### config.mk
export PLATFORM = sky130hd
export DESIGN_NAME = eeg_frame_aligner
export DESIGN_NICKNAME = d
export VERILOG_FILES = /design/src/rtl/eeg_frame_aligner.sv
export SDC_FILE = /design/constraint.sdc
export NUM_CORES = 1
export LEC_CHECK = 0
export CORE_MARGIN = 2
export CORE_UTILIZATION = 50
export CTS_BUF_LIST = sky130_fd_sc_hd__clkbuf_8
export CTS_CLUSTER_SIZE = 25
export DETAILED_ROUTE_END_ITERATION = 8
export PLACE_DENSITY = 0.86
export SLEW_MARGIN = 40
export SYNTH_ARGS = -nofsm -noshare
export SYNTH_HDL_FRONTEND = slang
export SYNTH_SLANG_ARGS = --single-unit
### constraint.sdc
create_clock -name clk -period 2.18 [get_ports clk]
set_input_delay 0.436 -clock clk [delete_from_list [all_inputs] [get_ports clk]]
set_output_delay 0.436 -clock clk [all_outputs]
set_load 0.005 [all_outputs]
### src/rtl/eeg_frame_aligner.sv
// eeg_frame_aligner
// Finds the frame boundary in the deserializer's sliding window by matching
// SYNC, captures WORDS data words per frame, packs them (first word in the
// LSBs) and presents the sample on a valid/ready register. Reports lock and a
// one-cycle overflow pulse when a completed sample cannot be stored.
// Optional flywheel: define EEG_ALIGN_FLYWHEEL_EN to ride through up to
// LOCK_MISS-1 consecutive sync misses without dropping lock.
//
// state   | meaning
// S_HUNT  | compare the window with SYNC on every cycle
// S_DATA  | capture one word every WIDTH cycles until WORDS are in
// S_CHECK | expect SYNC at the next word boundary
module eeg_frame_aligner #(
  parameter int               WIDTH     = 4,
  parameter logic [WIDTH-1:0] SYNC      = 4'hA,
  parameter int               WORDS     = 3,
  parameter int               LOCK_MISS = 2
) (
  input  logic                   clk,
  input  logic                   rst_n,
  input  logic [WIDTH-1:0]       eegIn,
  output logic [WIDTH*WORDS-1:0] sample,
  output logic                   sample_valid,
  input  logic                   sample_ready,
  output logic                   locked,
  output logic                   overflow
);

  localparam int BCW = (WIDTH > 1) ? $clog2(WIDTH) : 1;
  localparam int WCW = (WORDS > 1) ? $clog2(WORDS) : 1;
  localparam int SW  = WIDTH * WORDS;
  localparam logic [BCW-1:0] BIT_LAST  = BCW'(WIDTH - 1);
  localparam logic [WCW-1:0] WORD_LAST = WCW'(WORDS - 1);

  typedef enum logic [1:0] {S_HUNT, S_DATA, S_CHECK} state_t;

  state_t         state_q;
  logic [BCW-1:0] bit_cnt_q;
  logic [WCW-1:0] word_cnt_q;
  logic [SW-1:0]  words_q;
  logic [SW-1:0]  words_d;
  logic [SW-1:0]  sample_q;
  logic           valid_q;
  logic           locked_q;
  logic           overflow_q;

  logic           bit_last;
  logic [BCW-1:0] bit_next;
  logic           sync_hit;
  logic           complete;
  logic           handshake;

`ifdef EEG_ALIGN_FLYWHEEL_EN
  localparam int MCW = $clog2(LOCK_MISS + 1);
  localparam logic [MCW-1:0] MISS_LAST = MCW'(LOCK_MISS - 1);
  logic [MCW-1:0] miss_q;
`else
  logic unused_lock_miss;
  assign unused_lock_miss = (LOCK_MISS != 0);
`endif

  // Word-boundary decode and the frame buffer with the current word slotted in.
  always_comb begin
    bit_last  = (bit_cnt_q == BIT_LAST);
    bit_next  = bit_last ? '0 : bit_cnt_q + 1'b1;
    sync_hit  = (eegIn == SYNC);
    words_d   = words_q;
    for (int k = 0; k < WORDS; k++) begin
      if (word_cnt_q == WCW'(k)) words_d[k*WIDTH +: WIDTH] = eegIn;
    end
    complete  = (state_q == S_DATA) && bit_last && (word_cnt_q == WORD_LAST);
    handshake = valid_q && sample_ready;
  end

  // Alignment FSM, frame capture and the registered output stage.
  always_ff @(posedge clk) begin
    if (!rst_n) begin
      state_q    <= S_HUNT;
      bit_cnt_q  <= '0;
      word_cnt_q <= '0;
      words_q    <= '0;
      sample_q   <= '0;
      valid_q    <= 1'b0;
      locked_q   <= 1'b0;
      overflow_q <= 1'b0;
`ifdef EEG_ALIGN_FLYWHEEL_EN
      miss_q     <= '0;
`endif
    end else begin
      overflow_q <= 1'b0;
      // A slot frees up either when empty or when the consumer takes it now.
      if (complete) begin
        if (!valid_q || sample_ready) begin
          sample_q <= words_d;
          valid_q  <= 1'b1;
        end else begin
          overflow_q <= 1'b1;
        end
      end else if (handshake) begin
        valid_q <= 1'b0;
      end

      case (state_q)
        S_HUNT: begin
          bit_cnt_q  <= '0;
          word_cnt_q <= '0;
          if (sync_hit) state_q <= S_DATA;
        end
        S_DATA: begin
          bit_cnt_q <= bit_next;
          if (bit_last) begin
            words_q <= words_d;
            if (word_cnt_q == WORD_LAST) begin
              word_cnt_q <= '0;
              state_q    <= S_CHECK;
            end else begin
              word_cnt_q <= word_cnt_q + 1'b1;
            end
          end
        end
        S_CHECK: begin
          bit_cnt_q <= bit_next;
          if (bit_last) begin
            if (sync_hit) begin
              locked_q <= 1'b1;
              state_q  <= S_DATA;
`ifdef EEG_ALIGN_FLYWHEEL_EN
              miss_q   <= '0;
`endif
            end else begin
`ifdef EEG_ALIGN_FLYWHEEL_EN
              if (miss_q >= MISS_LAST) begin
                miss_q   <= '0;
                locked_q <= 1'b0;
                state_q  <= S_HUNT;
              end else begin
                miss_q  <= miss_q + 1'b1;
                state_q <= S_DATA;
              end
`else
              locked_q <= 1'b0;
              state_q  <= S_HUNT;
`endif
            end
          end
        end
        default: state_q <= S_HUNT;
      endcase
    end
  end

  assign sample       = sample_q;
  assign sample_valid = valid_q;
  assign locked       = locked_q;
  assign overflow     = overflow_q;

endmodule
Word-level counts from Yosys, hierarchy flattened
Cells that the tools add are included.
- output and inout bits: 15
- input port bits: 7
- flip-flop bits (word level): 33
- reductions and logical operators: 18
- equal/unequal tests: 11
- muxes and demuxes: 19
- $add $sub $neg: 2
- operators by type and width (cell ; number):
    2-to-1 mux 2 bit ; 7
    2-to-1 mux 4 bit ; 3
    AND reduction 2 bit ; 6
    case mux 2 bit (2 select lines) ; 2
    == test 2 bit (second input constant) ; 3
    2-to-1 mux 1 bit ; 6
    != test 2 bit (second input constant) ; 3
    case mux 2 bit (3 select lines) ; 1
    nonzero test 2 bit ; 3
    adder 2 x 1 -> 2 bit (second input constant) ; 2
    == test 2 x 1 -> 1 bit (second input constant) ; 2
    == test 4 bit (second input constant) ; 1
    logical NOT 2 bit ; 2
    != test 2 x 1 -> 1 bit (second input constant) ; 2
    AND reduction 4 bit ; 1
    logical AND 1 bit ; 3
    OR reduction 2 bit ; 1
    logical NOT 1 bit ; 1
    logical OR 1 bit ; 1

Longest topological paths before layout
- depth after elaboration: 5
- gate-level depth with buffers: 8
- gate-level depth less buffers: 6

Worst setup path after synthesis
No wires, ideal clock.
- path kind: register to register
- start: register state_q[1]
- end: register sample_q[6], in the netlist sample[6]
- required time: 2064 ps
- slack: 713 ps
- period minus slack after synthesis: 1467 ps
- library setup time: 116 ps
- stages on the path, launching flop included: 9
- data arrival time: 1351 ps
- cells stage by stage: dfxtp_1 -> inv_1 -> ha_1 -> nand4b_4 -> nor2_4 -> buf_8 -> buf_12 -> nand2_1 -> o211a_1
- longest elaborated chain between the ends: 4
- ends and longest elaborated chain (item ; line ; source):
    from (decl) ; 37 ; state_t state_q;
    from (signal assigned) ; 78 ; state_q <= S_HUNT;
    from (signal assigned) ; 107 ; if (sync_hit) state_q <= S_DATA;
    from (signal assigned) ; 115 ; state_q <= S_CHECK;
    == test 2 x 1 -> 1 bit ; 71 ; complete = (state_q == S_DATA) && bit_last && (word_cnt_q == WORD_LAST);
    logical AND 1 bit (2 in series) ; 71 ;
    AND reduction 2 bit (no source line) ; n/a ;
    to (signal assigned) ; 94 ; sample_q <= words_d;
    to (decl) ; 42 ; logic [SW-1:0] sample_q;
Every way passes these cells.
A chain may end at the register's enable or synchronous reset.

Worst setup path in the final report
- start: register state_q[1]
- end: register sample_q[10], in the netlist sample[10]
The elaborated chain is that of the path after synthesis.

==> results.sh <==
export IMPL_place_port_buffers=21
export IMPL_holdPathStages=2
export IMPL_seq_area_frac_synth_pct=40.3
export IMPL_finish_net_count=181
export IMPL_die_height_um=57.7
export IMPL_drt_pass1_iterations=4
export IMPL_worst_slew_margin_rel_pct=68.8
export IMPL_detailed_route_wire_length_per_cell_um=14.0
export IMPL_synthMostInstantiatedCell="dfxtp_1"
export IMPL_slack_of_the_critical_path_ps=368
export IMPL_drive_above_1_share_pct=7.74
export IMPL_worst_pin_slew_ps=467
export IMPL_synthDominantCellAreaShare_pct=40.3
export IMPL_clk_pin_slew_worst_paths_ps=60
export IMPL_report_final_hold_viol_count=0
export IMPL_vias=1113
export IMPL_hp_class="flop to flop"
export IMPL_worst_setup_path_startpoint="state_q[1]"
export IMPL_cts_setup_buffers=0
export IMPL_path_max_fanout=20
export IMPL_ir_worst_vdd_v=0.000585
export IMPL_async_flop_share_pct=0
export IMPL_placeableCoreArea_sq_mm=0.00276
export IMPL_power_density_mw_per_mm2=742
export IMPL_netlist_instances=149
export IMPL_multi_input_area_sq_um=754
export IMPL_worstSkewPairLatency_ps=280
export IMPL_synth_yosys_warnings=0
export IMPL_synth_edff_count=0
export IMPL_postRouteWirelength_um=2780
export IMPL_placement_rows=19
export IMPL_fin_worst_skew_ps=8.12
export IMPL_insertedDiodeCount=0
export IMPL_synth_top_cells_by_area="dfxtp_1, mux2i_1, ha_1, o211a_1, nand2_1"
export IMPL_power_leakage_nw=0.755
export IMPL_wire_length_of_the_first_global_routing_pass_um=4840
export IMPL_yosys_top_cells_count="dfxtp_1, nand2_1, mux2i_1"
export IMPL_setup_repair_after_global_routing_missed_its_margin="false"
export IMPL_cts_htree_levels=2
export IMPL_die_w_um=57.7
export IMPL_gr_usage_met3_pct=6.03
export IMPL_grt_use_met2_pct=31.5
export IMPL_drc_errors=0
export IMPL_number_of_buffers_created_by_cts=5
export IMPL_use_met1_pct=21.8
export IMPL_cts_hold_buf=0
export IMPL_setup_violations_final=0
export IMPL_top_level_ports=22
export IMPL_initial_cell_density_of_the_core_pct=52.3
export IMPL_clock_root_buffer="clkbuf_8"
export IMPL_ys_ff_latch=29
export IMPL_place_gp_congestion=0.906
export IMPL_vias_per_cell=5.59
export IMPL_synth_area_sq_mm=0.00144
export IMPL_fp_dieArea_sq_mm=0.00333
export IMPL_grt_overflow_total=0
export IMPL_slew_violations=0
export IMPL_synthesized_area_per_cell_sq_um=9.67
export IMPL_grt_max_degree=21
export IMPL_netlist_top_cell_by_area="dfxtp_1"
export IMPL_grt_total_usage_pct=19.0
export IMPL_worst_reg2reg_path_length_in_cells=6
export IMPL_tritoncts="done"
export IMPL_fin_setup_tns_ps=0
export IMPL_origin_of_the_worst_min_delay_path="locked"
export IMPL_cts_sinks=29
export IMPL_critical_path_endpoint_type="flop"
export IMPL_syn_nets=163
export IMPL_post_cts_resized=0
export IMPL_criticalPathCategory="flop to flop"
export IMPL_min_period_ps=1810
export IMPL_post_synth_num_cell_types=34
export IMPL_iter_0_drt_violations=30
export IMPL_post_route_period_util_pct=83.1
export IMPL_max_freq_mhz=552
export IMPL_regToRegStartpoint="state_q[1]"
export IMPL_first_global_vias=1135
export IMPL_dominantRegCellSynth="dfxtp_1"
export IMPL_grt_antenna_before_repair=0
export IMPL_layout_area_overhead_vs_synth_pct=20.6
export IMPL_n_fill_cell=219
export IMPL_busiest_layer="met2"
export IMPL_place_detailed_hpwl_um=2060
export IMPL_area_sequential_sq_um=581
export IMPL_final_antenna_net_count=0
export IMPL_setup_worst_path_start_class="flop"
export IMPL_detailedPlace_worstSlack_ps=214
export IMPL_run_status="finished clean"
export IMPL_timing_critical_path_required_ps=2340
export IMPL_number_of_buffers_between_clock_root_and_the_deepest_sink=2
export IMPL_number_of_maximum_capacitance_constraint_violations=0
export IMPL_crit_arrival_ps=1980
==> worst max-delay path, stage by stage, from the launching register on <==
cell and delay (ps):
dfxtp_1 340, inv_1 110, ha_1 350, nand4b_4 150, nor2_4 420, mux2i_1 260
nor2b_1 70
==> metrics by stage <==
stage | std cells | cell area, sq um | utilization (%) | power (mW) | hold WS, ps
6_report | 199 | 1740 | 63.0 | 1.29 | 463
5_1_grt | 199 | 1740 | 63.0 | 1.35 | 483
4_1_cts | 199 | 1740 | 63.0 | 1.30 | 466
3_5_place_dp | 191 | 1620 | 58.8 | 0.743 | 457
3_3_place_gp | 191 | 1620 | 58.8 | 0.730 | 443
2_1_floorplan | 149 | 1440 | - | 0.699 | 434
==> report_power, final <==
group          leakage (nW)  switching, mW  total [mW]  internal (mW)
registers             0.234         0.0218       0.565          0.544
clock network        0.0626          0.189       0.557          0.367
logic                 0.459         0.0923       0.168         0.0758
total                 0.755          0.303        1.29          0.987
==> per-layer routing <==
metal | share of wire, % | vias up
met5 | 0 | -
met4 | 1.8 | 0
met3 | 5.2 | 6
met2 | 50 | 30
met1 | 43 | 532
li1 | - | 545
==> cells in the final DEF (no fill, tap or decap) <==
cell and count:
and3_1 1, nand3_1 9, inv_1 5, nand2b_1 2, and4bb_2 1, a22oi_1 1, a21oi_1 2, nor2_1 1
or3b_1 1, buf_4 3, o21a_1 1, a21boi_0 4, nand2_1 21, nor2_4 1, dfxtp_1 29, nor4b_1 1
o2111ai_1 2, mux2i_1 14, a21boi_1 2, o211a_1 8, o21ai_0 7, bufinv_16 1, and2_1 1, and4bb_1 1
clkbuf_8 6, nand4b_4 1, ha_1 7, and4b_1 1, and3b_1 1, clkdlybuf4s50_1 21, nor2b_1 12
==> layout make-up <==
type	instances	area share, %
Clock buffer	6	4.75
Sequential cell	29	33.4
Timing Repair Buffer	24	13.4
Multi-Input combinational cell	103	43.4
Clock inverter	2	1.94
Tap cell	31	2.23
Inverter	4	0.864
==> cells by family (layout without fill, tap and decap cells) <==
logic type               Yosys count  after routing  synth area share (%)
buffers and inverters             17             36                  7.38
AND/OR/NAND/NOR                   55             55                  22.5
AO/OA/AOI/OAI                     27             27                  14.1
multiplexers                      14             14                  9.72
flip-flops                        29             29                  40.3
adder cells (fa/ha/maj)            7              7                  6.08
==> flip-flops by register name, summed over array words and instances, names as in the netlist <==
name and flops:
overflow 1, words_q 8, state_q 2, bit_cnt_q 2
word_cnt_q 2, sample 12, locked 1, sample_valid 1
==> path summary, 6_finish.rpt <==
| kind | end | slack (ps) |
|---|---|---|
| setup / recovery | sample[10] | 370 |
| hold reg to reg | locked | 460 |
| hold / removal | locked | 460 |
| setup reg to reg | sample[10] | 370 |
(Power assumes the default switching activity.)
